**src/rtl/fetch_pkg.sv**
```systemverilog
// fetch_pkg: shared types and constants for the instruction-fetch stage.
// Holds the fetch FSM state type, the bubble instruction, the default reset
// PC, the IF/ID payload struct, and the Op/shamt/funct field positions that
// decode uses to slice InstrD.
package fetch_pkg;

    localparam int unsigned XLEN = 32;

    localparam logic [XLEN-1:0] RESET_PC_DEFAULT  = 32'h0000_0000;
    localparam logic [XLEN-1:0] NOP_INSTR_DEFAULT = 32'h0000_0000;

    // Instruction field slice positions shared with decode
    localparam int unsigned OP_MSB    = 31;
    localparam int unsigned OP_LSB    = 26;
    localparam int unsigned SHAMT_MSB = 10;
    localparam int unsigned SHAMT_LSB = 6;
    localparam int unsigned FUNCT_MSB = 5;
    localparam int unsigned FUNCT_LSB = 0;

    typedef enum logic [2:0] {
        ST_IDLE,
        ST_ISSUE,
        ST_WAIT,
        ST_HOLD,
        ST_DROP
    } fetch_state_e;

    // Fetched instruction together with the PC it was fetched from
    typedef struct packed {
        logic [XLEN-1:0] instr;
        logic [XLEN-1:0] pc;
    } fetch_word_t;

    function automatic logic [OP_MSB-OP_LSB:0] instr_op(input logic [XLEN-1:0] instr);
        return instr[OP_MSB:OP_LSB];
    endfunction

    function automatic logic [SHAMT_MSB-SHAMT_LSB:0] instr_shamt(input logic [XLEN-1:0] instr);
        return instr[SHAMT_MSB:SHAMT_LSB];
    endfunction

    function automatic logic [FUNCT_MSB-FUNCT_LSB:0] instr_funct(input logic [XLEN-1:0] instr);
        return instr[FUNCT_MSB:FUNCT_LSB];
    endfunction

endpackage

```
**src/rtl/ifid_reg.sv**
```systemverilog
// ifid_reg: IF/ID pipeline register with flush > stall > load priority.
// Ports:
//   clk, rst_n         clock, async active-low reset
//   flush_i            replace contents with a bubble (PC fields hold)
//   stall_i            hold all fields
//   load_i, word_i     load a fetched {instr, pc}
//   instr_o, pc_o, pc_plus4_o, valid_o   registered IF/ID contents
module ifid_reg
    import fetch_pkg::*;
#(
    parameter logic [XLEN-1:0] NOP_INSTR = NOP_INSTR_DEFAULT
) (
    input  logic            clk,
    input  logic            rst_n,
    input  logic            flush_i,
    input  logic            stall_i,
    input  logic            load_i,
    input  fetch_word_t     word_i,
    output logic [XLEN-1:0] instr_o,
    output logic [XLEN-1:0] pc_o,
    output logic [XLEN-1:0] pc_plus4_o,
    output logic            valid_o
);

    logic [XLEN-1:0] instr_q, instr_d;
    logic [XLEN-1:0] pc_q, pc_d;
    logic [XLEN-1:0] pc_plus4_q, pc_plus4_d;
    logic            valid_q, valid_d;

    // Next contents; no load and no stall inserts a bubble
    always_comb begin
        instr_d    = instr_q;
        pc_d       = pc_q;
        pc_plus4_d = pc_plus4_q;
        valid_d    = valid_q;
        if (flush_i) begin
            instr_d = NOP_INSTR;
            valid_d = 1'b0;
        end else if (stall_i) begin
            // hold
        end else if (load_i) begin
            instr_d    = word_i.instr;
            pc_d       = word_i.pc;
            pc_plus4_d = word_i.pc + XLEN'(4);
            valid_d    = 1'b1;
        end else begin
            instr_d = NOP_INSTR;
            valid_d = 1'b0;
        end
    end

    always_ff @(posedge clk or negedge rst_n) begin
        if (!rst_n) begin
            instr_q    <= NOP_INSTR;
            pc_q       <= '0;
            pc_plus4_q <= '0;
            valid_q    <= 1'b0;
        end else begin
            instr_q    <= instr_d;
            pc_q       <= pc_d;
            pc_plus4_q <= pc_plus4_d;
            valid_q    <= valid_d;
        end
    end

    assign instr_o    = instr_q;
    assign pc_o       = pc_q;
    assign pc_plus4_o = pc_plus4_q;
    assign valid_o    = valid_q;

endmodule

```
**src/rtl/fetch_stage.sv**
```systemverilog
// fetch_stage: MIPS instruction-fetch stage. Holds PCF, issues one
// outstanding req/gnt/rvalid read at a time, and owns the IF/ID register.
// Ports:
//   clk, rst                       clock, async active-low reset
//   StallD, FlushD                 IF/ID hold / bubble from hazard logic
//   Redirect, RedirectPC           jump/branch target
//   imem_req, imem_addr            read request, address (= PCF)
//   imem_gnt, imem_rvalid, imem_rdata   memory handshake and data
//   InstrD, PCD, PCPlus4D, ValidD  IF/ID outputs to decode
module fetch_stage
    import fetch_pkg::*;
#(
    parameter logic [XLEN-1:0] RESET_PC  = RESET_PC_DEFAULT,
    parameter logic [XLEN-1:0] NOP_INSTR = NOP_INSTR_DEFAULT
) (
    input  logic            clk,
    input  logic            rst,
    input  logic            StallD,
    input  logic            FlushD,
    input  logic            Redirect,
    input  logic [XLEN-1:0] RedirectPC,
    output logic            imem_req,
    output logic [XLEN-1:0] imem_addr,
    input  logic            imem_gnt,
    input  logic            imem_rvalid,
    input  logic [XLEN-1:0] imem_rdata,
    output logic [XLEN-1:0] InstrD,
    output logic [XLEN-1:0] PCD,
    output logic [XLEN-1:0] PCPlus4D,
    output logic            ValidD
);

    fetch_state_e    state_q, state_d;
    logic [XLEN-1:0] pcf_q, pcf_d;
    fetch_word_t     skid_q, skid_d;
    logic            req_q, req_d;
    logic [XLEN-1:0] pcf_plus4;
    logic            load_c;
    fetch_word_t     load_word_c;

    assign pcf_plus4 = pcf_q + XLEN'(4);

    // Fetch FSM: next state, PCF, skid buffer and IF/ID load request
    always_comb begin
        state_d     = state_q;
        pcf_d       = pcf_q;
        skid_d      = skid_q;
        load_c      = 1'b0;
        load_word_c = '{instr: imem_rdata, pc: pcf_q};
        case (state_q)
            ST_IDLE: state_d = ST_ISSUE;
            ST_ISSUE: begin
                if (Redirect) pcf_d = RedirectPC;
                if (imem_gnt) state_d = Redirect ? ST_DROP : ST_WAIT;
            end
            ST_WAIT: begin
                if (Redirect) begin
                    // a response in this same cycle is wrong-path and dropped
                    pcf_d   = RedirectPC;
                    state_d = imem_rvalid ? ST_ISSUE : ST_DROP;
                end else if (imem_rvalid) begin
                    if (FlushD) begin
                        state_d = ST_ISSUE;
                    end else if (StallD) begin
                        skid_d  = '{instr: imem_rdata, pc: pcf_q};
                        state_d = ST_HOLD;
                    end else begin
                        load_c  = 1'b1;
                        pcf_d   = pcf_plus4;
                        state_d = ST_ISSUE;
                    end
                end
            end
            ST_HOLD: begin
                if (Redirect) begin
                    pcf_d   = RedirectPC;
                    state_d = ST_ISSUE;
                end else if (FlushD) begin
                    // skid word is younger than the flushed one; refetch it
                    state_d = ST_ISSUE;
                end else if (!StallD) begin
                    load_c      = 1'b1;
                    load_word_c = skid_q;
                    pcf_d       = pcf_plus4;
                    state_d     = ST_ISSUE;
                end
            end
            ST_DROP: begin
                if (Redirect)    pcf_d   = RedirectPC;
                if (imem_rvalid) state_d = ST_ISSUE;
            end
            default: state_d = ST_IDLE;
        endcase
        req_d = (state_d == ST_ISSUE);
    end

    always_ff @(posedge clk or negedge rst) begin
        if (!rst) begin
            state_q <= ST_IDLE;
            pcf_q   <= RESET_PC;
            skid_q  <= '0;
            req_q   <= 1'b0;
        end else begin
            state_q <= state_d;
            pcf_q   <= pcf_d;
            skid_q  <= skid_d;
            req_q   <= req_d;
        end
    end

    assign imem_req  = req_q;
    assign imem_addr = pcf_q;

    ifid_reg #(
        .NOP_INSTR (NOP_INSTR)
    ) u_ifid (
        .clk        (clk),
        .rst_n      (rst),
        .flush_i    (FlushD),
        .stall_i    (StallD),
        .load_i     (load_c),
        .word_i     (load_word_c),
        .instr_o    (InstrD),
        .pc_o       (PCD),
        .pc_plus4_o (PCPlus4D),
        .valid_o    (ValidD)
    );

endmodule

```
**config.mk**
```make
export PLATFORM = sky130hd
export DESIGN_NAME = fetch_stage
export DESIGN_NICKNAME = d
export VERILOG_FILES = /design/src/rtl/fetch_pkg.sv /design/src/rtl/ifid_reg.sv /design/src/rtl/fetch_stage.sv
export SDC_FILE = /design/constraint.sdc
export NUM_CORES = 1
export LEC_CHECK = 0
export ABC_AREA = 1
export ABC_CLOCK_PERIOD_IN_PS = 2100
export CORE_MARGIN = 2
export CORE_UTILIZATION = 44
export CTS_CLUSTER_DIAMETER = 80
export CTS_CLUSTER_SIZE = 10
export DETAILED_ROUTE_END_ITERATION = 10
export HOLD_SLACK_MARGIN = 0.12
export PLACE_DENSITY = 0.71
export SLEW_MARGIN = 40
export SYNTH_ARGS = -nofsm -noshare
export SYNTH_HDL_FRONTEND = slang
export SYNTH_SLANG_ARGS = --single-unit
```
**constraint.sdc**
```tcl
create_clock -name clk -period 2.1 [get_ports clk]
set_input_delay 0.63 -clock clk [delete_from_list [all_inputs] [get_ports clk]]
set_output_delay 0.63 -clock clk [all_outputs]
set_load 0.05 [all_outputs]
```
==> metrics.md <==
| Metric | Value |
|---|---|
| Fin crit period | `2087 ps` |
| DRT antenna net count | `0` |
| Max Cap Viol | `0` |
| Die Width | `161.1 um` |
| Worst-path clk slew | `~70 ps` |
| Reg-to-Reg End | `u_ifid.pc_plus4_o[23]` |
| Finished Core Util | `0.6349` |
| Number of flops mapped to enable cells by yosys | `0` |
| Die Ht | `161.1 um` |
| Hold-critical path endpoint | `skid_q[17]` |
| Gpl congestion | `approximately 0.9` |
| Register area share after synthesis | `0.4496` |
| Longest Clk Path Bufs | `2` |
| Detailed-route via count | `11510` |
| Max Fclk | `479.2 MHz` |
| Crit Reg-Reg Startpoint | `state_q[1]` |
| Pwr Density | `1353 nW/um2` |
| Nets | `between 1500 and 2000` |
| Unrepaired setup endpoints after global routing | `true` |
| Final Hold Fails | `0` |
| Slew HR | `0.5886` |
| WL per Instance | `15.45 um` |
| Largest net degree at the start of global routing | `69` |
| DRT Wirelength | `33.91 mm` |
| Clock Skew | `12.58 ps` |
| Clk root buf | `clkbuf_16` |
| Yosys cell types | `43` |
| Min-delay src | `skid_q[17]` |
| Top_reg_cell synth | `dfrtp_1` |
| Worst reg2reg setup slack | `10 ps` |
| Least-Margin Pin Slew | `617.0 ps` |
| Post-synth ARST share | `1.000` |
| Total die area | `25940 um2` |
| TritonCTS Sinks | `just under 200` |
| Num rows | `57` |
| CTS tree | `done` |
| Vias per cell | `5.245` |
| 1st-iter DRT viols | `964` |
| Vias in the first global route | `10540` |
| Warnings from Yosys | `0` |
| Final Slew Violations | `0` |
| Mapped cell area | `around 11000 um2` |
| Path depth of the worst reg2reg path | `14` |
| Worst Path Arrival | `2410 ps` |
| Antenna cells | `0` |
| Port Buf Inserts | `200` |
| Starting Density | `0.4476` |
| CP Capture Type | `flip-flop` |
| H-tree depth | `4` |
| Worst-skew pair later-pin latency | `440 ps` |
| TritonRoute pass-1 iters | `5` |
| Syn Nets | `roughly 1600` |
| Detail Placement HPWL | `~24 mm` |
| Cts bufs inserted | `17` |
| LEAKAGE | `roughly 0.0077 uW` |
| Worst min path class | `flip-flop to flip-flop` |
| Peak VDD IR | `0.8398 mV` |
| Req. time, crit path | `2420 ps` |
| Outcome | `finished clean` |
| Commonest non-fill, non-tap cell in the layout | `nand2_1` |
| Global-route wire length before repair | `between 50 and 60 mm` |
| Worst Hold Depth | `2` |
| Worst hold slack | `477.2 ps` |
| Setup crit start | `state_q[1]` |
| Syn avg cell area | `7.198 um2` |
| Final setup fails | `0` |
| Most frequent cells in the layout | `509 x nand2_1, 299 x buf_4, 192 x dfrtp_1` |
| Yosys reg bits | `195` |
| Critical-path maximum fanout | `7` |
| Layout cells sized above 1 | `0.2528` |
| Startpoint Class | `flip-flop` |
| Drc violations | `0` |
| Total track usage | `0.2563` |
| Number of primary I/O pins | `201` |
| Layout area overhead | `41.83%` |
| Mapped Cells | `1508` |
| GRT overflow | `0` |
| Core Region | `24250 um2` |
| CP Class | `flip-flop to flip-flop` |
| Initial antenna violation count | `0` |
| Final Cycle Share | `0.9937` |
==> state kept, by name, indices dropped and copies added, names as in the netlist <==
signal / cells
imem_addr: 32
u_ifid.pc_plus4_o: 30
u_ifid.pc_o: 32
imem_req: 1
skid_q: 64
state_q: 3
u_ifid.instr_o: 32
u_ifid.valid_o: 1
==> worst max-delay path by stage <==
stage                     depth (start not counted)  slack, ps                    end
after CTS                                        12          1  u_ifid.pc_plus4_o[28]
final                                            14         10  u_ifid.pc_plus4_o[23]
after floorplan                                  14       -0.3  u_ifid.pc_plus4_o[28]
after global routing                             14       -100  u_ifid.pc_plus4_o[21]
after global placement                           13       -610  u_ifid.pc_plus4_o[28]
after detailed placement                         13       -680  u_ifid.pc_plus4_o[28]
==> logic make-up after synthesis <==
logic type,share of synthesized area
AND/OR/NAND/NOR,0.3395
AO/OA/AOI/OAI,0.1248
buffers and inverters,0.07954
flip-flops,0.4496
XOR/XNOR,0.003228
adder cells (fa/ha/maj),0.002305
multiplexers,0.001037
==> area by class of cell <==
type	instances	area, um2
flip-flops and latches	195	4883
multi-input cells	1111	5350
clock buffers	17	425.4
inverters	123	466.7
fillers	2110	8853
repair buffers	411	3742
clock inverters	14	121.4
well taps	324	405.4
==> critical path, cell delays in order, from the launching register on <==
cell and delay, ps:
dfrtp_1 400, nand2_2 120, nor2_8 80, nand2_8 110, buf_6 110, buf_4 100
nand2_2 40, nand2_2 100, nand2_1 100, nor2_4 190, nand3_4 180, nor2_4 190
nand2_1 80, nand3_1 80, nand3_1 70
==> Yosys cell counts (all sizes together) (8+ instances only) <==
library cell | instances | area [um2]
o22ai | 8 | 50.05
buf | 44 | 262.7
clkbuf | 37 | 138.9
nand2 | 537 | 2058
o21ai | 142 | 718.2
nand4 | 20 | 125.1
o211ai | 16 | 125.1
dfrtp | 195 | 4880
nor3 | 21 | 115.1
nor2 | 169 | 738.2
a21oi | 26 | 130.1
nand3 | 109 | 590.6
o31ai | 32 | 240.2
inv | 121 | 454.2
==> what timing repair did <==
action / CTS / global route
endpoints found under the hold margin: 17 / 0
gates resized for setup: 10 / 57
endpoints found under the setup margin: 77 / 84
setup buffers: 6 / 17
pin swaps: 5 / 19
hold buffers: 1 / 0
gates cloned: 1 / 4
==> stage by stage <==
step / instance area (um2) / TNS (ps) / cells / setup slack, ps / power, uW
after global routing: 15390 / -2452 / 2195 / -104.1 / 22110
after CTS: 15000 / 0 / 2174 / 1.091 / 20500
after floorplan: 10890 / -0.3251 / 1508 / -0.3251 / 12470
after detailed placement: 14360 / -65980 / 2135 / -683.8 / 17250
final: 15390 / 0 / 2195 / 13.29 / 20830
after global placement: 14360 / -58890 / 2135 / -608.3 / 17080
==> power by group <==
| part | switching [uW] | internal [uW] |
|---|---|---|
| clock network | 1590 | 1550 |
| logic | 7180 | 4290 |
| registers | 1160 | 5060 |
| total | 9930 | 10900 |
==> layer usage <==
metal,GRT usage,vias to the layer above,wire [um]
li1,-,5585,-
met4,0.06656,0,631
met5,0,-,0
met2,0.3939,473,15310
met3,0.03903,48,2315
met1,0.3799,5406,15650
No activity file was read; power rests on OpenSTA's default activity.
